$ cat config.mk
export PLATFORM = sky130hd
export DESIGN_NAME = vram_arbiter
export DESIGN_NICKNAME = d
export VERILOG_FILES = /design/src/rtl/vram_arbiter.sv
export SDC_FILE = /design/constraint.sdc
export NUM_CORES = 1
export LEC_CHECK = 0
export CAP_MARGIN = 30
export CORE_ASPECT_RATIO = 0.5
export CORE_MARGIN = 3
export CORE_UTILIZATION = 40
export DETAILED_ROUTE_END_ITERATION = 10
export HOLD_SLACK_MARGIN = 0.1
export PLACE_DENSITY = 0.79
export SLEW_MARGIN = 10
export SYNTH_ARGS = -nofsm -noshare
export SYNTH_HDL_FRONTEND = slang
export SYNTH_SLANG_ARGS = --single-unit
export TNS_END_PERCENT = 1
$ cat constraint.sdc
create_clock -name clk -period 2.97 [get_ports clk]
set_input_delay 0.594 -clock clk [delete_from_list [all_inputs] [get_ports clk]]
set_output_delay 0.594 -clock clk [all_outputs]
set_load 0.05 [all_outputs]
$ cat src/rtl/vram_arbiter.sv
// vram_arbiter
// Shares one single-port synchronous video RAM between display scanout and
// two host masters (write and read). Display scanout always wins; the host
// masters share the remaining cycles round-robin. Every read carries an owner
// tag down a two-stage pipeline so the RAM read data can be routed to the
// pixel or host return port. Read latency is fixed at three cycles.
//
// Ports
//   clk, i_rst      system clock, asynchronous active-high reset
//   i_px_clk        pixel-clock enable pulse
//   i_addr_enb      display active-area flag (qualified by i_px_clk)
//   i_disp_addr     display read address
//   i_wr_*          host write request / address / data, o_wr_ready accept
//   i_rd_*          host read request / address, o_rd_ready accept
//   o_rd_data/valid host read return
//   o_px_data/valid pixel return (o_px_data holds between updates)
//   o_ram_*         RAM strobe, write enable, address, write data
//   i_ram_rdata     RAM read data, valid the cycle after a read strobe
module vram_arbiter #(
   parameter int AW = 19,
   parameter int DW = 8
) (
   input  logic          clk,
   input  logic          i_rst,
   input  logic          i_px_clk,
   input  logic          i_addr_enb,
   input  logic [AW-1:0] i_disp_addr,
   input  logic          i_wr_valid,
   input  logic [AW-1:0] i_wr_addr,
   input  logic [DW-1:0] i_wr_data,
   output logic          o_wr_ready,
   input  logic          i_rd_valid,
   input  logic [AW-1:0] i_rd_addr,
   output logic          o_rd_ready,
   output logic [DW-1:0] o_rd_data,
   output logic          o_rd_valid,
   output logic [DW-1:0] o_px_data,
   output logic          o_px_valid,
   output logic          o_ram_en,
   output logic          o_ram_we,
   output logic [AW-1:0] o_ram_addr,
   output logic [DW-1:0] o_ram_wdata,
   input  logic [DW-1:0] i_ram_rdata
);

   typedef enum logic [1:0] {
      TAG_NONE = 2'd0,
      TAG_DISP = 2'd1,
      TAG_RD   = 2'd2
   } tag_t;

   localparam logic HOST_WR = 1'b0;
   localparam logic HOST_RD = 1'b1;

   // Stage 0 is aligned with the RAM strobe, stage 1 with i_ram_rdata.
   localparam int TAG_STAGES = 2;

   logic          disp_req;
   logic          grant_disp;
   logic          grant_wr;
   logic          grant_rd;
   logic          last_host_reg;
   logic          last_host_next;
   tag_t          tag_next;
   tag_t          tag_reg [TAG_STAGES];

   logic          ram_en_reg;
   logic          ram_we_reg;
   logic [AW-1:0] ram_addr_reg;
   logic [DW-1:0] ram_wdata_reg;
   logic [DW-1:0] px_data_reg;
   logic          px_valid_reg;
   logic [DW-1:0] rd_data_reg;
   logic          rd_valid_reg;

   // ------------------------------------------------------------------
   // Arbitration (combinational, current-cycle requests)
   // ------------------------------------------------------------------
   always_comb begin
      disp_req       = i_px_clk & i_addr_enb;
      grant_disp     = disp_req;
      grant_wr       = 1'b0;
      grant_rd       = 1'b0;
      last_host_next = last_host_reg;
      tag_next       = TAG_NONE;

      if (!disp_req) begin
         // On a tie the host that was not served last wins.
         grant_wr = i_wr_valid & (!i_rd_valid | (last_host_reg == HOST_RD));
         grant_rd = i_rd_valid & (!i_wr_valid | (last_host_reg == HOST_WR));
      end

      if (grant_wr) begin
         last_host_next = HOST_WR;
      end else if (grant_rd) begin
         last_host_next = HOST_RD;
      end

      if (grant_disp) begin
         tag_next = TAG_DISP;
      end else if (grant_rd) begin
         tag_next = TAG_RD;
      end
   end

   assign o_wr_ready = grant_wr;
   assign o_rd_ready = grant_rd;

   // ------------------------------------------------------------------
   // Grant stage: drive the RAM from the granted request
   // ------------------------------------------------------------------
   always_ff @(posedge clk or posedge i_rst) begin
      if (i_rst) begin
         ram_en_reg    <= 1'b0;
         ram_we_reg    <= 1'b0;
         ram_addr_reg  <= '0;
         ram_wdata_reg <= '0;
         last_host_reg <= HOST_RD;
      end else begin
         ram_en_reg    <= grant_disp | grant_wr | grant_rd;
         ram_we_reg    <= grant_wr;
         last_host_reg <= last_host_next;
         // Address and write data hold when nothing is granted.
         if (grant_disp) begin
            ram_addr_reg <= i_disp_addr;
         end else if (grant_wr) begin
            ram_addr_reg  <= i_wr_addr;
            ram_wdata_reg <= i_wr_data;
         end else if (grant_rd) begin
            ram_addr_reg <= i_rd_addr;
         end
      end
   end

   // ------------------------------------------------------------------
   // Owner tag pipeline; reset clears in-flight tags so no return pulse
   // can escape for an access issued before reset.
   // ------------------------------------------------------------------
   genvar gi;
   generate
      for (gi = 0; gi < TAG_STAGES; gi++) begin : g_tag
         tag_t tag_in;
         if (gi == 0) begin : g_first
            assign tag_in = tag_next;
         end else begin : g_rest
            assign tag_in = tag_reg[gi-1];
         end

         always_ff @(posedge clk or posedge i_rst) begin
            if (i_rst) begin
               tag_reg[gi] <= TAG_NONE;
            end else begin
               tag_reg[gi] <= tag_in;
            end
         end
      end
   endgenerate

   // ------------------------------------------------------------------
   // Return stage: route RAM read data by owner tag
   // ------------------------------------------------------------------
   always_ff @(posedge clk or posedge i_rst) begin
      if (i_rst) begin
         px_data_reg  <= '0;
         px_valid_reg <= 1'b0;
         rd_data_reg  <= '0;
         rd_valid_reg <= 1'b0;
      end else begin
         px_valid_reg <= (tag_reg[TAG_STAGES-1] == TAG_DISP);
         rd_valid_reg <= (tag_reg[TAG_STAGES-1] == TAG_RD);
         if (tag_reg[TAG_STAGES-1] == TAG_DISP) begin
            px_data_reg <= i_ram_rdata;
         end
         if (tag_reg[TAG_STAGES-1] == TAG_RD) begin
            rd_data_reg <= i_ram_rdata;
         end
      end
   end

   assign o_ram_en    = ram_en_reg;
   assign o_ram_we    = ram_we_reg;
   assign o_ram_addr  = ram_addr_reg;
   assign o_ram_wdata = ram_wdata_reg;
   assign o_px_data   = px_data_reg;
   assign o_px_valid  = px_valid_reg;
   assign o_rd_data   = rd_data_reg;
   assign o_rd_valid  = rd_valid_reg;

endmodule

Word-level counts from Yosys, hierarchy flattened
Cells that the tools add are included.
Storage, ports and cells
  bits in registers: 52
  bits in latches: 0
  RAM bits: 0
  ROM bits: 0
  output and inout port bits: 49
  word-level logic and storage cells: 36
  memories kept: 0
Operators by class
  add/sub/neg operators: 0
  multiply operators: 0
  div/mod/pow operators: 0
  $lt $le $gt $ge: 0
  equality and inequality tests: 2
  shifts and indexed selects: 0
  muxes and demuxes: 9
  bitwise operators: 9
  reductions and logical operators: 5
Operator list (count)
  2-to-1 mux 19 bit: 3
  2-to-1 mux 1 bit: 4
  2-to-1 mux 2 bit: 2
  OR 1 bit: 4
  bitwise AND 1 bit: 3
  nonzero test 3 bit: 1
  equality test 2 x 1 -> 1 bit (second input constant): 1
  equality test 2 bit (second input constant): 1
  logical NOT 1 bit: 2
  inverter 1 bit: 2
  AND reduction 2 bit: 1
  nonzero test 2 bit: 1

Logic depth before layout (Yosys ltp)
Gate-level depths: netlist (run 1).
  depth after elaboration: 7
  depth in mapped cells: 6

Least setup slack after synthesis (run 1)
No wires, ideal clock.
  kind: input-to-output
  start point: input i_rd_valid
  end point: output o_rd_ready
  data arrival time: 1.390 ns
  data required time: 2.376 ns
  path slack: 0.986 ns
  cell stages on the path: 3
  path through: a21boi_1 > buf_2 > and2_1
Between the ends
  cells in the longest elaborated chain, start to end: 2
Ends and longest elaborated chain
  start: declaration: line 32  | input logic i_rd_valid,
  bitwise AND 1 bit: line 90  | grant_rd = i_rd_valid & (!i_wr_valid | (last_host_reg == HOST_WR));
  2-to-1 mux 1 bit: line 87  | if (!disp_req) begin
  end: declaration: line 34  | output logic o_rd_ready,
No other way between the ends.

Worst setup path in the final report (run 1)
  start point: input i_rd_valid
  end point: output o_wr_ready
Between the ends
  cells in the longest elaborated chain, start to end: 4
Ends and longest elaborated chain
  logical NOT 1 bit: line 89  | grant_wr = i_wr_valid & (!i_rd_valid | (last_host_reg == HOST_RD));
  OR 1 bit: line 89
  bitwise AND 1 bit: line 89
  2-to-1 mux 1 bit: line 87
  end: declaration: line 31  | output logic o_wr_ready,
No other way between the ends.

==> qor.yml, run 1 <==
run_status: "completed"
synth_area_leaders: "dfrtp_1 (50%), mux2_2 (11%), o32a_1 (7.5%)"
clkLatencyLatePin_ns: 0.29
final.setup.tns_ns: 0
gp_congestion: 0.7579
final_common_cell: "clkdlybuf4s50_1"
dp_cells: 423
worst_slew_pin_slew_ns: 0.7968
p_comb_share_pct: 41.0
io_buffers: 127
setup_viol_count_final: 0
required_ns: 2.38
cts_buffers: 5
end_kind: "output pin"
synth_largest_area_cell: "dfrtp_1"
hold_viol: 0
cts_tree: "done"
design_area_sq_um: 4018
leakage_nw: 1.713
grt_pass1_vias: 2345
synthCells: 224
drtIter0Drc: 209
cp_cell_sequence: "clkdlybuf4s50_1, nand2b_1, nand3_4, inv_1, buf_12"
cts_root_buf: "clkbuf_16"
post_dp_cell_area_sq_um: 3865
finalNonFillerCells: 431
irDropWorstVdd_uv: 277.9
fin_skew_ns: 0.006901
nFillCells: 466
grtUsageTotal_pct: 19.96
maxCapViolations: 0
synth.yosys.warnings: 0
fin_crit_ns: 2.296
drc_errors: 0
hp-class: "reg -> reg"
rsz0062_at_grt: "no"
timing.final.crit_share_pct: 77.30
critPathKind: "in -> out"
drive_above_1_share_pct: 13.83
row_count: 19
area_growth_pct: 58.33
switchingPower_mw: 0.9618
path_buf_inv: 3
seq_power_share_pct: 35.2
grt_start_max_net_pins: 41
cts_resized: 0
max_freq_mhz: 435.6
ys_seq_area_share_pct: 51.33
num_antenna_cells: 0
ys_seq_elements: 52
coreArea_sq_um: 5801
via_per_inst: 5.248
dr.pass1.iters: 4
yosysUniqueCellTypes: 22
startpoint_type: "primary input"
clockPowerShare_pct: 23.7
largest_register_ffs: 19
synth.net_count: 303
overflow: 0
die_area_sq_um: 7393
cts_setup_buffers: 0
cts_max_level: 2
layout.nets: 425
cp.arrival_ns: 1.70
clkSlewWorstSetupHoldPaths_ns: 0.08
cts.sinks: 52
io_pins: 128
crit_family: "buffers and inverters"
wl_per_cell_um: 17.19
slowest_delay_ns: 0.46
post-route-util_pct: 69.26
synth_top_area_share_pct: 50.30
critical_path.slowest_cell: "clkdlybuf4s50_1"
max-slew-margin-rel_pct: 46.77
die_y_um: 62.32
drt_wl_total_mm: 7.410
grt_pass1_wl_mm: 12.16
ant_nets: 0
num_vias: 2262
synth_area_sq_um: 2537
hpwl_mm: 5.502
cts.path.max_buffers: 2
finalMaxSlewViolations: 0
cp_max_fo: 9
sw_frac_of_total_pct: 37.99
internal-power_mw: 1.570
synth.avg_cell_area_sq_um: 11.33
p_per_area_nw_per_um2: 630.2
die_x_um: 118.6
antenna_found_initial: 0
final_cell_mix: "clkdlybuf4s50_1 (125), dfrtp_1 (51), mux2_2 (24), inv_1 (21), nor2b_1 (20)"
start_util_pct: 43.74
cts_hold_buf: 0
-- cell type report --
class | count | area (sq um) | area share [%]
Timing Repair Buffer | 135 | 1351 | 33.63
Sequential cell | 52 | 1303 | 32.42
Multi-Input combinational cell | 129 | 1020 | 25.38
Clock buffer | 5 | 125.1 | 3.114
Tap cell | 84 | 105.1 | 2.616
Inverter | 23 | 86.33 | 2.149
Clock inverter | 3 | 27.53 | 0.6851
-- routing by layer --
metal,track usage (%),routed length (um),vias up
li1,-,-,1049
met1,25.07,3094,1127
met2,35.83,3882,78
met3,4.261,358,8
met4,3.896,75,0
met5,0,0,-
-- metrics by stage --
step           power [mW]  worst slack [ns]  hold WS [ns]
2_1_floorplan       1.540            0.9862        0.3312
3_3_place_gp        1.924            0.6807        0.3379
3_5_place_dp        1.949            0.6112        0.3363
4_1_cts             2.550            0.6711        0.3471
5_1_grt             2.638            0.6062        0.3507
6_report            2.532            0.6742        0.3446
-- cells by family after synthesis --
family / synth area share (%)
flip-flops: 51.33
buffers and inverters: 8.481
AO/OA/AOI/OAI: 13.86
AND/OR/NAND/NOR: 15.68
multiplexers: 10.65
-- path summary, 6_finish.rpt --
| path | startpoint | end | slack [ns] | cells after the start |
|---|---|---|---|---|
| max in group asynchronous | i_rst | last_host_reg | 1.91 | 3 |
| min | g_tag[1].tag_in[1] | tag_reg[1] | 0.34 | 0 |
| max reg2reg | last_host_reg | o_ram_addr[0] | 1.40 | 4 |
| max | i_rd_valid | o_wr_ready | 0.67 | 5 |
| min in group asynchronous | i_rst | o_rd_data[3] | 0.64 | 3 |
| min reg2reg | g_tag[1].tag_in[1] | tag_reg[1] | 0.34 | 0 |
-- cells in the mapped netlist --
cell type,number
inv_1,22
or3_4,1
dfstp_2,1
mux2_2,24
a211oi_1,19
nor3_1,19
a21oi_1,1
a31oi_1,1
dfrtp_1,51
buf_6,5
inv_2,1
nand3_4,1
and2_1,1
buf_2,10
nor2b_1,20
nand2b_1,2
buf_4,1
nand2_4,1
clkbuf_1,4
and3_1,19
a21boi_1,1
o32a_1,19
-- power groups by stage --
stage | registers [mW] | clock network [mW] | logic (mW)
floorplan | 1.30 | 0 | 0.241
CTS | 0.892 | 0.610 | 1.05
finish | 0.892 | 0.601 | 1.04
detailed placement | 0.905 | 0 | 1.04
global route | 0.907 | 0.649 | 1.08
global placement | 0.901 | 0 | 1.02
Power figures use the tool's default switching activity.
==> inputs of run 2 (changes only) <==
Settings changed: CORE_UTILIZATION 40 to 36, PLACE_DENSITY 0.79 to 0.75.
Clock period 2.97 ns to 2.1 ns, I/O delays scaled along.
==> run 2 against run 1 <==
  * Core utilization fell by 5.8 points
  * Power rose by 45%
  * Sequential power rose by 42%
  * Count of clock-buffer cells in the layout rose by 1
  * Critical endpoint is now o_rd_ready
  * Largest power group unchanged
==> qor.yml, run 2 (same netlist as run 1, synthesis figures left out) <==
grt_pass1_vias: 2496
reg2reg_depth: 4
drc_errors: 0
max-slew-margin-rel_pct: 65.48
critical_path.slowest_cell: "clkdlybuf4s50_1"
rsz0062_at_grt: "no"
ant_nets: 0
worst_slew_pin_slew_ns: 0.5162
cp_cell_sequence: "clkdlybuf4s50_1, a21boi_1, and2_1, buf_12"
clkLatencyLatePin_ns: 0.28
path_buf_inv: 2
hold_viol: 0
io_pins: 128
cts.path.max_buffers: 2
r2r_start: "last_host_reg"
die_x_um: 124.7
p_per_area_nw_per_um2: 900.6
hp-class: "reg -> reg"
cts_max_level: 2
final.setup.tns_ns: 0
grt_pass1_wl_mm: 13.10
cts_hold_buf: 0
row_count: 20
leakage_nw: 1.747
slowest_delay_ns: 0.56
maxCapViolations: 0
cts_root_buf: "clkbuf_16"
overflow: 0
cp-endpoint: "o_rd_ready"
layout.nets: 429
fin_crit_ns: 2.013
max_freq_mhz: 496.8
finalMaxSlewViolations: 0
regToRegSetupSlack_ns: 0.56
die_area_sq_um: 8153
required_ns: 1.68
dr.pass1.iters: 4
end_kind: "output pin"
setup_viol_count_final: 0
grt_start_max_net_pins: 35
grtUsageTotal_pct: 19.78
cts_buffers: 5
cts_tree: "done"
area_growth_pct: 60.80
fin_skew_ns: 0.003477
clkSlewWorstSetupHoldPaths_ns: 0.07
cp.arrival_ns: 1.59
antenna_found_initial: 0
timing.final.crit_share_pct: 95.86
finalNonFillerCells: 439
cts.sinks: 52
setup_ws_ns: 0.08694
hp-start: "g_tag[1].tag_in[1]"
final_cell_mix: "clkdlybuf4s50_1 (125), dfrtp_1 (51), mux2_2 (24), inv_1 (21), nor2b_1 (20)"
crit_start: "i_wr_valid"
largest_register_ffs: 19
start_util_pct: 39.46
cts_setup_buffers: 0
r2r_end: "o_ram_addr[5]"
final_common_cell: "clkdlybuf4s50_1"
irDropWorstVdd_uv: 434.9
hpwl_mm: 5.877
holdWs_ns: 0.3655
drt_wl_total_mm: 7.820
wl_per_cell_um: 17.81
gp_congestion: 0.7620
drive_above_1_share_pct: 14.53
io_buffers: 127
pre_cts_slack_ns: 0.05648
num_antenna_cells: 0
crit_family: "buffers and inverters"
path_depth: 4
drtIter0Drc: 199
coreArea_sq_um: 6431
dp_cells: 431
startpoint_type: "primary input"
run_status: "completed"
via_per_inst: 5.169
cts_resized: 0
num_vias: 2269
critPathKind: "in -> out"
cp_max_fo: 5
die_y_um: 65.37
==> run 2: cell types whose count changed in the layout (fill, tap and decap cells not counted), sizes merged <==
cell,delta
buf,+4
clkinv,-1
clkbuf,+1
clkinvlp,-1
bufinv,+1
==> run 2: layout make-up <==
type | instances | area (sq um)
clock inverter | 2 | 38.79
timing repair buffer | 139 | 1394
inverter | 23 | 86.33
sequential | 52 | 1303
tap | 88 | 110.1
fill | 500 | 2351
clock buffer | 6 | 128.9
multi-input combinational | 129 | 1020
==> run 2: where the power goes <==
| part | internal, mW | switching [mW] |
|---|---|---|
| clock | 0.568 | 0.359 |
| combinational | 0.605 | 0.876 |
| sequential | 1.17 | 0.0943 |
==> run 2: worst min-delay path by stage <==
stage / to / cells past startpoint
floorplan: tag_reg[0] / 0
global placement: tag_reg[0] / 0
detailed placement: tag_reg[1] / 0
CTS: tag_reg[1] / 0
global route: tag_reg[1] / 0
finish: tag_reg[1] / 0
==> run 2: layer usage <==
| layer | global-route usage, % | vias up | part of all wire, % |
|---|---|---|---|
| met3 | 3.247 | 6 | 3.2 |
| met1 | 25.03 | 1156 | 42 |
| met5 | 0 | - | 0 |
| met4 | 4.098 | 0 | 0.77 |
| li1 | - | 1053 | - |
| met2 | 36.36 | 54 | 54 |
==> run 2: through the flow <==
stage	util [%]	area [sq um]	total power, mW
after floorplan	-	2537	2.178
after global placement	60.84	3913	2.744
after detailed placement	60.84	3913	2.774
after CTS	63.44	4080	3.706
after global routing	63.44	4080	3.833
final	63.44	4080	3.675
==> inputs of run 3 (changes only) <==
Settings changed: GPL_TIMING_DRIVEN from default to 0.
==> run 3 against run 2 <==
  * Register-to-register slack about the same
  * Die area is the same
  * Fmax increased by 1.6%
  * Combinational power barely moved
  * Routed wire length grew 1.3%
  * Count of clock-buffer cells in the layout stayed put
  * Cell area is 1.7% higher
  * Power shrank 2.8%
  * Global-route usage barely moved
  * Worst setup slack gained 0.031 ns
  * Sequential power hardly changed
  * Cell count up 3.4%
==> qor.yml, run 3 (same netlist as run 1, synthesis figures left out) <==
run_status: "completed"
start_util_pct: 39.46
critPathKind: "reg -> out"
cp_max_fo: 10
grt_start_max_net_pins: 38
switchingPower_mw: 1.338
cts_buffers: 5
p_comb_share_pct: 42.3
internal-power_mw: 2.236
hp-class: "reg -> reg"
dr.pass1.iters: 4
ant_nets: 0
worst_slew_pin_slew_ns: 0.5353
cts.path.max_buffers: 2
max-slew-margin-rel_pct: 64.20
drive_above_1_share_pct: 17.21
drtIter0Drc: 125
overflow: 0
die_y_um: 65.37
drt_wl_total_mm: 7.925
clockPowerShare_pct: 22.4
final_cell_mix: "clkdlybuf4s50_1 (123), dfrtp_1 (51), mux2_2 (24), inv_1 (21), nor2b_1 (20)"
maxCapViolations: 0
die_area_sq_um: 8153
io_buffers: 127
hold_viol: 0
finalMaxSlewViolations: 0
setup_viol_count_final: 0
row_count: 20
end_kind: "output pin"
io_pins: 128
rsz0062_at_grt: "no"
seq_power_share_pct: 35.3
grt_pass1_wl_mm: 12.91
clkLatencyLatePin_ns: 0.29
p_per_area_nw_per_um2: 861.2
cts_root_buf: "clkbuf_16"
fin_crit_ns: 1.982
hpwl_mm: 5.844
area_growth_pct: 63.51
cts_max_level: 2
antenna_found_initial: 0
fin_skew_ns: 0.002986
final.setup.tns_ns: 0
clkSlewWorstSetupHoldPaths_ns: 0.07
die_x_um: 124.7
leakage_nw: 1.803
timing.final.crit_share_pct: 94.37
startpoint_type: "flop"
via_per_inst: 5.143
gp_congestion: 0.8204
wl_per_cell_um: 17.46
largest_register_ffs: 19
num_antenna_cells: 0
layout.nets: 444
cts.sinks: 52
grt_pass1_vias: 2525
irDropWorstVdd_uv: 338.7
cp.arrival_ns: 1.56
sw_frac_of_total_pct: 37.44
holdWs_ns: 0.3694
num_vias: 2335
max_freq_mhz: 504.6
nFillCells: 498
drc_errors: 0
final_common_cell: "clkdlybuf4s50_1"
coreArea_sq_um: 6431
grtUsageTotal_pct: 19.80
cts_tree: "done"
required_ns: 1.68
==> run 3: cell count changes in the layout (fill, tap and decap cells not counted), moves of 2 or more <==
cell	before	now
buf_2	0	8
clkbuf_1	1	5
clkdlybuf4s50_1	125	123
dlymetal6s2s_1	0	2
buf_4	11	8
buf_6	0	8
buf_12	3	1
==> run 3: area by class of cell <==
cell class	count	area (sq um)	area share, %
plain buffers	20	137.6	3.317
well taps	88	110.1	2.654
flip-flops and latches	52	1303	31.39
clock buffers	6	128.9	3.106
inverters	23	86.33	2.081
repair buffers	134	1344	32.39
multi-input cells	129	1023	24.67
clock inverters	2	16.27	0.3920
==> run 3: repair_timing <==
action,4_1_cts,5_1_grt
endpoints found under the setup margin,2,2
setup buffers,1,5
resized for setup,16,4
pin swaps,0,1
hold buffers,0,0
==> run 3: worst paths after layout <==
kind | start | end | slack, ns | depth (start not counted)
worst min-delay path | g_tag[1].tag_in[0] | tag_reg[0] | 0.37 | 0
worst max-delay path | last_host_reg | o_wr_ready | 0.12 | 5
max in group asynchronous | i_rst | last_host_reg | 1.12 | 3
worst max register to register | last_host_reg | o_ram_wdata[0] | 0.55 | 5
worst min register to register | g_tag[1].tag_in[0] | tag_reg[0] | 0.37 | 0
min in group asynchronous | i_rst | o_ram_wdata[2] | 0.42 | 2
==> run 3: per-stage QoR <==
stage | std cells | cell area (sq um) | utilization [%] | power (mW) | worst slack, ns
final | 454 | 4149 | 64.51 | 3.573 | 0.1181
after global routing | 454 | 4149 | 64.51 | 3.729 | 0.04568
after CTS | 449 | 4099 | 63.74 | 3.582 | 0.007181
after detailed placement | 440 | 3939 | 61.25 | 2.772 | -0.7252
after global placement | 439 | 3919 | 60.93 | 2.740 | -0.7130
after floorplan | 224 | 2537 | - | 2.178 | 0.4166
==> run 3: per-layer routing <==
layer	wire length (um)	global-route usage (%)	vias to the layer above
met5	0	0	-
met4	25	2.459	0
met3	324	4.627	2
met2	4193	36.69	55
met1	3381	24.54	1199
li1	-	-	1079
==> run 3: power groups by stage <==
| stage | sequential [mW] | clock, mW | combinational [mW] |
|---|---|---|---|
| 2_1_floorplan | 1.84 | 0 | 0.340 |
| 3_3_place_gp | 1.27 | 0 | 1.47 |
| 3_5_place_dp | 1.28 | 0 | 1.49 |
| 4_1_cts | 1.26 | 0.815 | 1.50 |
| 5_1_grt | 1.28 | 0.867 | 1.58 |
| 6_report | 1.26 | 0.801 | 1.51 |
==> run 3: critical path: stages, from the launching register on <==
cell and delay, ns:
dfstp_2 0.56, nand2b_1 0.12, buf_4 0.19, nand3_4 0.12, inv_1 0.11, buf_6 0.16
